$ cat src/rtl/sprite_rom_fetch.sv
// sprite_rom_fetch: raster-tracking stage in front of a 1024x12 synchronous image ROM.
// It tracks raster x/y from DE/HS/VS and addresses a 32x32 sprite scaled by 2**SHIFT.
// It merges the colour-keyed ROM texels over BG_COLOR to produce RGB888.
// The delayed syncs stay aligned with the pixel, with a fixed latency of 3 cycles.
// Ports:
//   clk, rst_n                   pixel clock, async active-low reset
//   vid_de/vid_hs/vid_vs         input video timing
//   pos_x/pos_y                  sprite top-left, latched on the VS active edge
//   rom_ad/rom_ce/rom_oce/rom_wre/rom_dout   ROM interface (1-cycle read)
//   out_de/out_hs/out_vs/out_rgb delayed timing and RGB888 pixel
module sprite_rom_fetch #(
   parameter int unsigned IMG_W     = 32,
   parameter int unsigned IMG_H     = 32,
   parameter int unsigned SHIFT     = 2,
   parameter logic        SYNC_POL  = 1'b0,
   parameter logic [23:0] BG_COLOR  = 24'h000000,
   parameter logic [11:0] KEY_COLOR = 12'h000,
   parameter logic        KEY_EN    = 1'b1
) (
   input  logic        clk,
   input  logic        rst_n,
   input  logic        vid_de,
   input  logic        vid_hs,
   input  logic        vid_vs,
   input  logic [11:0] pos_x,
   input  logic [11:0] pos_y,
   output logic [9:0]  rom_ad,
   output logic        rom_ce,
   output logic        rom_oce,
   output logic        rom_wre,
   input  logic [11:0] rom_dout,
   output logic        out_de,
   output logic        out_hs,
   output logic        out_vs,
   output logic [23:0] out_rgb
);

   localparam int unsigned CW    = 12;
   localparam int unsigned EW    = CW + 1;
   localparam int unsigned AW    = 10;
   localparam int unsigned XW    = $clog2(IMG_W);
   localparam int unsigned YW    = $clog2(IMG_H);
   localparam int unsigned WIN_W = IMG_W << SHIFT;
   localparam int unsigned WIN_H = IMG_H << SHIFT;
   localparam logic [CW-1:0] CMAX = {CW{1'b1}};

   // stage 0 state: raster counters, frame lock, latched position
   logic          de_q, vs_act_q, frame_ok_q, frame_ok_d;
   logic [CW-1:0] x_q, x_d, y_q, y_d, px_q, px_d, py_q, py_d;
   logic [AW-1:0] rom_ad_q, rom_ad_d;
   // stage 1/2 alignment registers, then output registers
   logic          s1_de_q, s1_hs_q, s1_vs_q, s1_hit_q;
   logic          s2_de_q, s2_hs_q, s2_vs_q, s2_hit_q;
   logic          out_de_q, out_hs_q, out_vs_q;
   logic [23:0]   out_rgb_q, rgb_d;

   logic          vs_act, vs_edge, de_fall, in_x, in_y, hit, key;
   logic [EW-1:0] x_e, y_e, px_e, py_e;
   logic [CW-1:0] dx, dy;
   logic [XW-1:0] col;
   logic [YW-1:0] row;

   assign rom_ce  = 1'b1;
   assign rom_oce = 1'b1;
   assign rom_wre = 1'b0;

   // stage 0: counters, position latch, window test and address
   always_comb begin
      vs_act     = (vid_vs == SYNC_POL);
      vs_edge    = vs_act & ~vs_act_q;
      de_fall    = de_q & ~vid_de;
      x_d        = x_q;
      y_d        = y_q;
      px_d       = px_q;
      py_d       = py_q;
      frame_ok_d = frame_ok_q;

      if (!vid_de)          x_d = '0;
      else if (x_q != CMAX) x_d = x_q + 12'd1;

      if (vs_edge)                     y_d = '0;
      else if (de_fall && y_q != CMAX) y_d = y_q + 12'd1;

      if (vs_edge) begin
         frame_ok_d = 1'b1;
         px_d       = pos_x;
         py_d       = pos_y;
      end

      // widened by one bit so px+width cannot wrap near 4095
      x_e  = EW'(x_q);
      y_e  = EW'(y_q);
      px_e = EW'(px_q);
      py_e = EW'(py_q);
      in_x = (x_e >= px_e) && (x_e < px_e + EW'(WIN_W));
      in_y = (y_e >= py_e) && (y_e < py_e + EW'(WIN_H));
      hit  = vid_de & frame_ok_q & in_x & in_y;

      dx  = x_q - px_q;
      dy  = y_q - py_q;
      col = XW'(dx >> SHIFT);
      row = YW'(dy >> SHIFT);
      // IMG_W is a power of two, so row*IMG_W+col is a concatenation
      rom_ad_d = hit ? AW'({row, col}) : rom_ad_q;
   end

   // stage 2: keyed texel expansion (nibble n -> {n,n}) over the background
   always_comb begin
      key   = KEY_EN & (rom_dout == KEY_COLOR);
      rgb_d = 24'h000000;
      if (s2_de_q) begin
         if (s2_hit_q && !key)
            rgb_d = {rom_dout[11:8], rom_dout[11:8], rom_dout[7:4], rom_dout[7:4],
                     rom_dout[3:0], rom_dout[3:0]};
         else
            rgb_d = BG_COLOR;
      end
   end

   // sync pipeline registers reset to the inactive level so no false sync leaks out
   always_ff @(posedge clk or negedge rst_n) begin
      if (!rst_n) begin
         de_q       <= 1'b0;
         vs_act_q   <= 1'b0;
         frame_ok_q <= 1'b0;
         x_q        <= '0;
         y_q        <= '0;
         px_q       <= '0;
         py_q       <= '0;
         rom_ad_q   <= '0;
         s1_de_q    <= 1'b0;
         s1_hs_q    <= ~SYNC_POL;
         s1_vs_q    <= ~SYNC_POL;
         s1_hit_q   <= 1'b0;
         s2_de_q    <= 1'b0;
         s2_hs_q    <= ~SYNC_POL;
         s2_vs_q    <= ~SYNC_POL;
         s2_hit_q   <= 1'b0;
         out_de_q   <= 1'b0;
         out_hs_q   <= ~SYNC_POL;
         out_vs_q   <= ~SYNC_POL;
         out_rgb_q  <= 24'h000000;
      end else begin
         de_q       <= vid_de;
         vs_act_q   <= vs_act;
         frame_ok_q <= frame_ok_d;
         x_q        <= x_d;
         y_q        <= y_d;
         px_q       <= px_d;
         py_q       <= py_d;
         rom_ad_q   <= rom_ad_d;
         s1_de_q    <= vid_de;
         s1_hs_q    <= vid_hs;
         s1_vs_q    <= vid_vs;
         s1_hit_q   <= hit;
         s2_de_q    <= s1_de_q;
         s2_hs_q    <= s1_hs_q;
         s2_vs_q    <= s1_vs_q;
         s2_hit_q   <= s1_hit_q;
         out_de_q   <= s2_de_q;
         out_hs_q   <= s2_hs_q;
         out_vs_q   <= s2_vs_q;
         out_rgb_q  <= rgb_d;
      end
   end

   assign rom_ad  = rom_ad_q;
   assign out_de  = out_de_q;
   assign out_hs  = out_hs_q;
   assign out_vs  = out_vs_q;
   assign out_rgb = out_rgb_q;

endmodule

$ cat config.mk
export PLATFORM = sky130hd
export DESIGN_NAME = sprite_rom_fetch
export DESIGN_NICKNAME = d
export VERILOG_FILES = /design/src/rtl/sprite_rom_fetch.sv
export SDC_FILE = /design/constraint.sdc
export NUM_CORES = 1
export LEC_CHECK = 0
export CORE_MARGIN = 4
export CORE_UTILIZATION = 40
export CTS_CLUSTER_DIAMETER = 200
export DETAILED_ROUTE_END_ITERATION = 7
export PLACE_DENSITY_LB_ADDON = 0.05
export RECOVER_POWER = 50
export SLEW_MARGIN = 20
export SYNTH_ARGS = -nofsm -noshare
export SYNTH_HDL_FRONTEND = slang
export SYNTH_SLANG_ARGS = --single-unit
$ cat constraint.sdc
create_clock -name clk -period 4.2 [get_ports clk]
set_input_delay 0.42 -clock clk [delete_from_list [all_inputs] [get_ports clk]]
set_output_delay 0.42 -clock clk [all_outputs]
set_load 0.02 [all_outputs]
Word-level counts from Yosys, hierarchy flattened

Cells that the tools add are included.

Register bits: 95
Logic and storage cells: 53
Input bits: 41

Multiplexer cells: 6
Equal/unequal tests: 3
Bitwise operators: 8
$lt $le $gt $ge: 4
$add $sub $neg: 6
Reduce and logical (&&, ||, !) cells: 7

Operators by type and width:

| operator                                              | number |
|---|---|
| two-way mux 12 bit                                    | 4 |
| two-way mux 24 bit                                    | 2 |
| adder 12 x 8 -> 13 bit, second input constant         | 2 |
| < comparator 12 x 13 -> 1 bit                         | 2 |
| adder 12 x 1 -> 12 bit, second input constant         | 2 |
| >= comparator 12 bit                                  | 2 |
| inequality test 12 bit, second input constant         | 2 |
| subtractor 7 bit                                      | 2 |
| zero test 12 bit                                      | 1 |
| bitwise AND 1 bit                                     | 5 |
| logical AND 1 bit                                     | 4 |
| NOT 1 bit                                             | 3 |
| inequality test 2 x 1 -> 1 bit, second input constant | 1 |
| nonzero test 2 bit                                    | 1 |
| zero test 1 bit                                       | 1 |

Logic depth before layout (Yosys ltp)

Gate-level depths: netlist of the first run.

Depth after elaboration: 5
Mapped depth: 10

Least setup slack after synthesis of the first run

OpenSTA, ideal clock, no wires.

Path type: reg-to-reg
Start point: register x_q[1]
End point: register rom_ad_q[0], in the netlist rom_ad[0]
Path slack: 1,894 ps
Cell stages (with the launch flop): 9
Buffers on the path: 1
Arrival: 2,181 ps
Cell sequence: dfrtp_1 -> ha_1 -> nor2b_4 -> o21a_4 -> a311o_1 -> a22oi_2 -> nand4_2 -> buf_6 -> mux2_4

Word-level cells in the longest chain between the ends: 4
Elaborated cells on any way between the ends: 6
Those cells by class: 1 x add/sub; 2 x order compare; 2 x bitwise; 1 x reduce/logical

Ends and longest elaborated chain:

| element                                                               | RTL line | RTL |
|---|---|---|
| from (decl)                                                           | 49       | `logic [CW-1:0] x_q, x_d, y_q, y_d, px_q, px_d, py_q, py_d;` |
| from (signal assigned)                                                | 126      | `x_q <= '0;` |
| from (signal assigned)                                                | 147      | `x_q <= x_d;` |
| < comparator 12 x 13 -> 1 bit or >= comparator 12 bit (tied branches) | 95       | `in_x = (x_e >= px_e) && (x_e < px_e + EW'(WIN_W));` |
| logical AND 1 bit                                                     | 95       |  |
| bitwise AND 1 bit (2 in series)                                       | 97       | `hit = vid_de & frame_ok_q & in_x & in_y;` |
| to (signal assigned)                                                  | 151      | `rom_ad_q <= rom_ad_d;` |
| to (decl)                                                             | 50       | `logic [AW-1:0] rom_ad_q, rom_ad_d;` |

Parallel ways exist; a longest one is shown, timed or not.
A chain may end at the register's enable or synchronous reset.

Final worst setup path of the first run

Start point: input vid_vs
End point: register py_q[0]

Word-level cells in the longest chain between the ends: 2

Ends and longest elaborated chain:

| element              | RTL line | RTL |
|---|---|---|
| from (decl)          | 24       | `input logic vid_vs,` |
| NOT 1 bit            | 69       | `vs_act = (vid_vs == SYNC_POL);` |
| bitwise AND 1 bit    | 70       | `vs_edge = vs_act & ~vs_act_q;` |
| to (signal assigned) | 150      | `py_q <= py_d;` |
| to (decl)            | 49       |  |

Every way passes these cells.

==> run summary, run 1 <==
Mapped Area = 4483 sq um
Crit path depth = 4
Post-synth EDFFs = 0
Critical path class = in -> reg
CTS max path bufs = 2
Top delay family on crit path = buffers and inverters
Total global routing overflow = 0
Multi-input combinational cell area = 2125 sq um
Final hold slack = 0.3483 ns
Adder-cell share of the synthesized area = 0.1061
TritonCTS clock tree = built
Max-slew violation count = 135
Lkg Pwr = 2.519 nW
PostCTS Resize Cnt = 0
Violated checks = capacitance limit, slew limit
Largest net degree at the start of global routing = 84
Worst VDD drop = 176.8 uV
Syn avg cell area = 10.14 sq um
Mux cell area share after synthesis = 0.04214
Area Overhead vs Synth = 22.16%
Post-Synth Simple-Gate Area = 0.1619
Worst-Margin Slew = 2.108 ns
Clock skew = 0.01144 ns
Xor/xnor share of the synthesized area = 0.05470
First-pass GRT wire length = 16,280 um
Reg2Reg Depth = 3
Area share of the largest cell type after synthesis = 0.4298
CTS root buffer = clkbuf_8
Clock sink total = 83
Antenna Cells = 0
Num rows = 38
CP Capture Type = flop
Die height = 113.9 um
CTS buffer count = 9
Max H-tree Level = 3
Post-synth ARST share = 1.000
Final setup viols = 0
Clock-pin slew on the worst setup and hold paths = 0.10 ns
Number of I/O pins = 81
Critical Path RT = 4.44 ns
All-layer global routing usage = 0.1576
Status = complete, but fails checks
Total area of sequential cells = 2085 sq um
Slowest stage delay, CP = 1.44 ns
Largest cells by area after synthesis = dfrtp_1 (43%), ha_1 (11%), dfstp_2 (3.5%)
Core Area = 10,890 sq um
Final min period = 3.151 ns
Initial DRC count = 108
Min-Delay Path Class = reg -> reg
Final net count = 585
Routability Congestion = 0.8141
FMAX = 0.3173 GHz
DRC viols = 0
Seq/Total Area, Yosys = 0.4650
Synth warn = 0
Final hold vios = 0
Share of cells above drive strength 1 = 0.08219
DRT Pass-1 Iters = 4
Post-CTS setup buffers = 0
Via-to-Cell Ratio = 4.992
Synth unique cells = 46
Detail Route Antenna Nets = 0
FILL cells = 1,035
Crit-path cells = dlygate4sd3_1 > nor2_1 > clkbuf_1 > mux2_2
Ys flop type = dfrtp_1
IO buf count = 77
Post-synthesis compound-gate area fraction = 0.1066
CP startpoint kind = primary input
Initial antenna violation count = 0
#FFs+latches synth = 83
Yosys top cell by area = dfrtp_1
Post-detail-place hpwl = 7253 um
Drt wl/cell = 15.10 um
Total power = 1.817 mW
WP data arrival = 3.39 ns
Hold depth = 0
DRT Wirelength = 9833 um
RSZ-0062 raised after global routing = false
Die width = 113.9 um
Clock latency on the worst-skew pair = 0.36 ns
Die area = 12,970 sq um
CP Max Fanout = 50
Slew margin rel. = -0.4053
Setup TNS = 0 ns
Vias in the first global route = 3,219
Crit share post-route = 0.7503
CP bufs+invs = 2
Hold-fix buffers, CTS = 0
Vias = 3,250
Max Cap Viol = 2
Initial Util = 0.4117
Worst-path cell with the longest stage delay = clkbuf_1
Mapped Cells = 442
Largest family of logic cells by synthesized area = simple AND/OR/NAND/NOR gates
PwrDens = 331.8 nW/um^2
cells in the mapped netlist, types with 3 or more instances:
cell       instances
ha_1              38
a311o_1            3
and4_1             5
a211oi_1           3
nand2_1           38
nor3_1             5
dfstp_2            6
inv_1             31
o2111ai_1          3
nand4_1            5
nor2_1            31
and2_1            15
xnor2_1           15
mux2_4             9
nand2b_1           3
buf_4             15
and3_1             4
nor2b_1            5
nor4_1             4
o21ai_0           30
a31oi_1            5
nand3_1           17
clkbuf_1          10
a21oi_1           22
dfrtp_1           77
mux2_2             3
xor2_1            13
layout make-up:
class                      instances  area share
multi-input combinational        303      0.3879
sequential                        83      0.3806
timing repair buffer              78      0.1405
tap                              140     0.03199
clock buffer                       9     0.02262
inverter                          31     0.02125
clock inverter                     7     0.01508
worst paths after layout:
kind,slack (ns),to,from
min,0.35,out_hs,s2_hs_q
max in group asynchronous,2.28,x_q[4],rst_n
min in group asynchronous,0.62,out_rgb[21],rst_n
max,1.05,py_q[0],vid_vs
max reg2reg,1.35,py_q[0],vs_act_q
min reg2reg,0.35,out_hs,s2_hs_q
power by group:
group	internal [mW]	switching, mW
registers	0.845	0.0309
clock network	0.285	0.325
logic	0.153	0.178
total	1.28	0.533
registers in the layout, summed over array words and instances, names as in the netlist:
name / flops
frame_ok_q: 1
out_de: 1
out_hs: 1
out_rgb: 12
out_vs: 1
px_q: 12
py_q: 12
rom_ad: 10
s1_de_q: 1
s1_hit_q: 1
s1_hs_q: 1
s1_vs_q: 1
s2_de_q: 1
s2_hit_q: 1
s2_hs_q: 1
s2_vs_q: 1
vs_act_q: 1
x_q: 12
y_q: 12
worst reg2reg max path, cell delays in order, from the launching register on:
cell	delay, ns
dfrtp_1	0.37
nor2_1	0.45
clkbuf_1	1.44
mux2_2	0.47
kinds of logic after synthesis:
| kind of cell | Yosys count |
|---|---|
| XOR/XNOR | 28 |
| AO/OA/AOI/OAI | 78 |
| multiplexers | 14 |
| adder cells (fa/ha/maj) | 38 |
| other | 2 |
| buffers and inverters | 57 |
| AND/OR/NAND/NOR | 142 |
| flip-flops | 83 |
through the flow:
stage	util	instances	setup WS (ns)	area (sq um)
floorplan	-	443	1.894	4487
global placement	0.4853	635	1.539	5284
detailed placement	0.4853	635	1.423	5284
CTS	0.5043	651	1.401	5490
global route	0.5030	651	0.6720	5477
finish	0.5030	651	1.049	5477
routing by layer:
layer / vias to the layer above / track usage / share of wire
met5: - / 0 / 0
met4: 0 / 0.04196 / 0.015
met3: 11 / 0.03395 / 0.037
met2: 64 / 0.2517 / 0.46
met1: 1535 / 0.2184 / 0.48
li1: 1640 / - / -
layout by cell type (no fill, tap or decap), drive strengths merged, types with 3 or more instances in the layout:
cell,instances
ha,38
inv,35
nand4,6
clkdlybuf4s50,73
conb,3
nor3,5
nand3,17
o21a,3
a21oi,22
and2,15
xnor2,15
xor2,13
a311o,3
o2111ai,3
dfstp,6
o21ai,30
a31oi,5
and4,5
nor2,31
nand2,38
dlygate4sd3,3
and3,4
mux2,12
nor4,4
clkbuf,11
a211oi,3
nand2b,3
nor2b,6
dfrtp,77
(Power assumes the default switching activity.)
==> run 2: changes to the inputs <==
- clock period: 4.2 -> 2.8 ns (I/O delays scaled with it)
==> run 2 against run 1 <==
Routed wire length decreased by 0.42%. Highest routed layer unchanged. The run still ends with capacitance limit, slew limit left. Largest power group unchanged. Worst setup slack got worse by 0.77 ns. Sequential power is 50% higher. Register-to-register slack lost 1.1 ns. Largest cell class unchanged. Sequential cell count did not move. Total power grew 46%.
==> run summary, run 2 (synthesized netlist as in run 1, its figures left out) <==
Status = complete, but fails checks
Violated checks = capacitance limit, slew limit
TritonCTS clock tree = built
Final Util = 0.5076
Via-to-Cell Ratio = 5.002
CP Capture Type = flop
Antenna Cells = 0
Clock sink total = 83
Clock-pin slew on the worst setup and hold paths = 0.09 ns
R2R Setup Slk = 0.28 ns
Area Overhead vs Synth = 23.28%
Die area = 12,970 sq um
Initial antenna violation count = 0
CTS buffer count = 9
Clock latency on the worst-skew pair = 0.35 ns
CP Max Fanout = 5
Clock skew = 0.01134 ns
Worst-path cell with the longest stage delay = dfrtp_1
RSZ-0062 raised after global routing = false
Post-Layout Cell Count = 656
Max H-tree Level = 3
PwrDens = 481.1 nW/um^2
Critical Path RT = 3.04 ns
CTS max path bufs = 2
Crit share post-route = 0.8991
Total global routing overflow = 0
Slew margin rel. = -0.2121
Setup TNS = 0 ns
DRT Wirelength = 9792 um
Worst VDD drop = 234.3 uV
Die height = 113.9 um
Most frequent cells in the layout = dfrtp_1 (77), clkdlybuf4s50_1 (73), nand2_1 (38), ha_1 (38)
Die width = 113.9 um
Post-detail-place hpwl = 7380 um
Critical Path Start = py_q[7]
Largest net degree at the start of global routing = 84
All-layer global routing usage = 0.1610
Vias in the first global route = 3,363
Initial DRC count = 85
Num rows = 38
Core Area = 10,890 sq um
Worst-Margin Slew = 1.818 ns
Final setup viols = 0
Max-slew violation count = 84
Final min period = 2.517 ns
Post-CTS setup buffers = 0
Drt wl/cell = 14.93 um
DRC viols = 0
Share of cells above drive strength 1 = 0.09302
CTS root buffer = clkbuf_8
Most common cell after layout, fill and taps aside = dfrtp_1
Routability Congestion = 0.7817
Detail Route Antenna Nets = 0
Hold_sp = s1_hit_q
Initial Util = 0.4117
CP most frequent cell = ha_1
Critical path class = reg -> reg
Lkg Pwr = 2.547 nW
IO buf count = 77
Vias = 3,281
Total power = 2.659 mW
Slowest stage delay, CP = 0.42 ns
FMAX = 0.3972 GHz
Min-Delay Path Class = reg -> reg
CP startpoint kind = flop
Final hold vios = 0
First-pass GRT wire length = 16,660 um
WP data arrival = 2.76 ns
DRT Pass-1 Iters = 4
Post-Place Cells = 639
Crit-path cells = ha_1 > nand3_1 > xnor2_1 > ha_1 > o2111ai_1 > nor4b_2 > a22oi_2 > nand4_2 > buf_4 > mux2_2
Number of I/O pins = 81
Max Cap Viol = 1
Final net count = 590
Reg-to-Reg Start = py_q[7]
run 2: final timing paths:
kind	end	depth (start not counted)
min in group asynchronous	out_rgb[21]	3
worst max register to register	rom_ad[5]	10
worst min register to register	s2_hit_q	0
worst max-delay path	rom_ad[5]	10
max in group asynchronous	px_q[9]	3
worst min-delay path	s2_hit_q	0
run 2: area by class of cell:
cell class	instances	area [sq um]
clock buffers	11	151.4
clock inverters	5	42.54
fillers	1017	5361
inverters	31	116.4
multi-input cells	303	2131
flip-flops and latches	83	2085
well taps	140	175.2
repair buffers	83	825.8
run 2: worst max-delay path: cells and delay by family, from the launching register on:
kind,cells,cell delay [ns]
mux,1,0.34
fa+ha+maj,2,0.50
simple gates,3,0.56
xor+xnor,1,0.15
buf+inv,1,0.16
flops,1,0.42
compound gates,2,0.26
run 2: repair_timing:
action,CTS,global route
hold buffers,1,0
setup endpoints to repair,0,10
hold endpoints to repair,77,0
resized for setup,0,1
run 2: through the flow:
| step | worst slack (ns) | hold slack [ns] | cell area, sq um |
|---|---|---|---|
| global placement | 0.3206 | 0.3384 | 5339 |
| finish | 0.2826 | 0.3538 | 5527 |
| CTS | 0.1594 | 0.3086 | 5543 |
| detailed placement | 0.2123 | 0.3355 | 5339 |
| global route | 0.07663 | 0.3629 | 5527 |
| floorplan | 0.4936 | -0.01559 | 4487 |
run 2: layer usage:
metal | GRT usage | wire, um | vias up
met4 | 0.05463 | 146 | 0
met1 | 0.2198 | 4668 | 1565
li1 | - | - | 1649
met2 | 0.2587 | 4577 | 56
met3 | 0.02971 | 400 | 11
met5 | 0 | 0 | -
run 2: power breakdown:
part | switching, mW | internal (mW) | leakage [nW]
sequential | 0.0467 | 1.27 | 1.08
combinational | 0.263 | 0.235 | 1.37
clock | 0.466 | 0.381 | 0.0965
total | 0.776 | 1.88 | 2.55
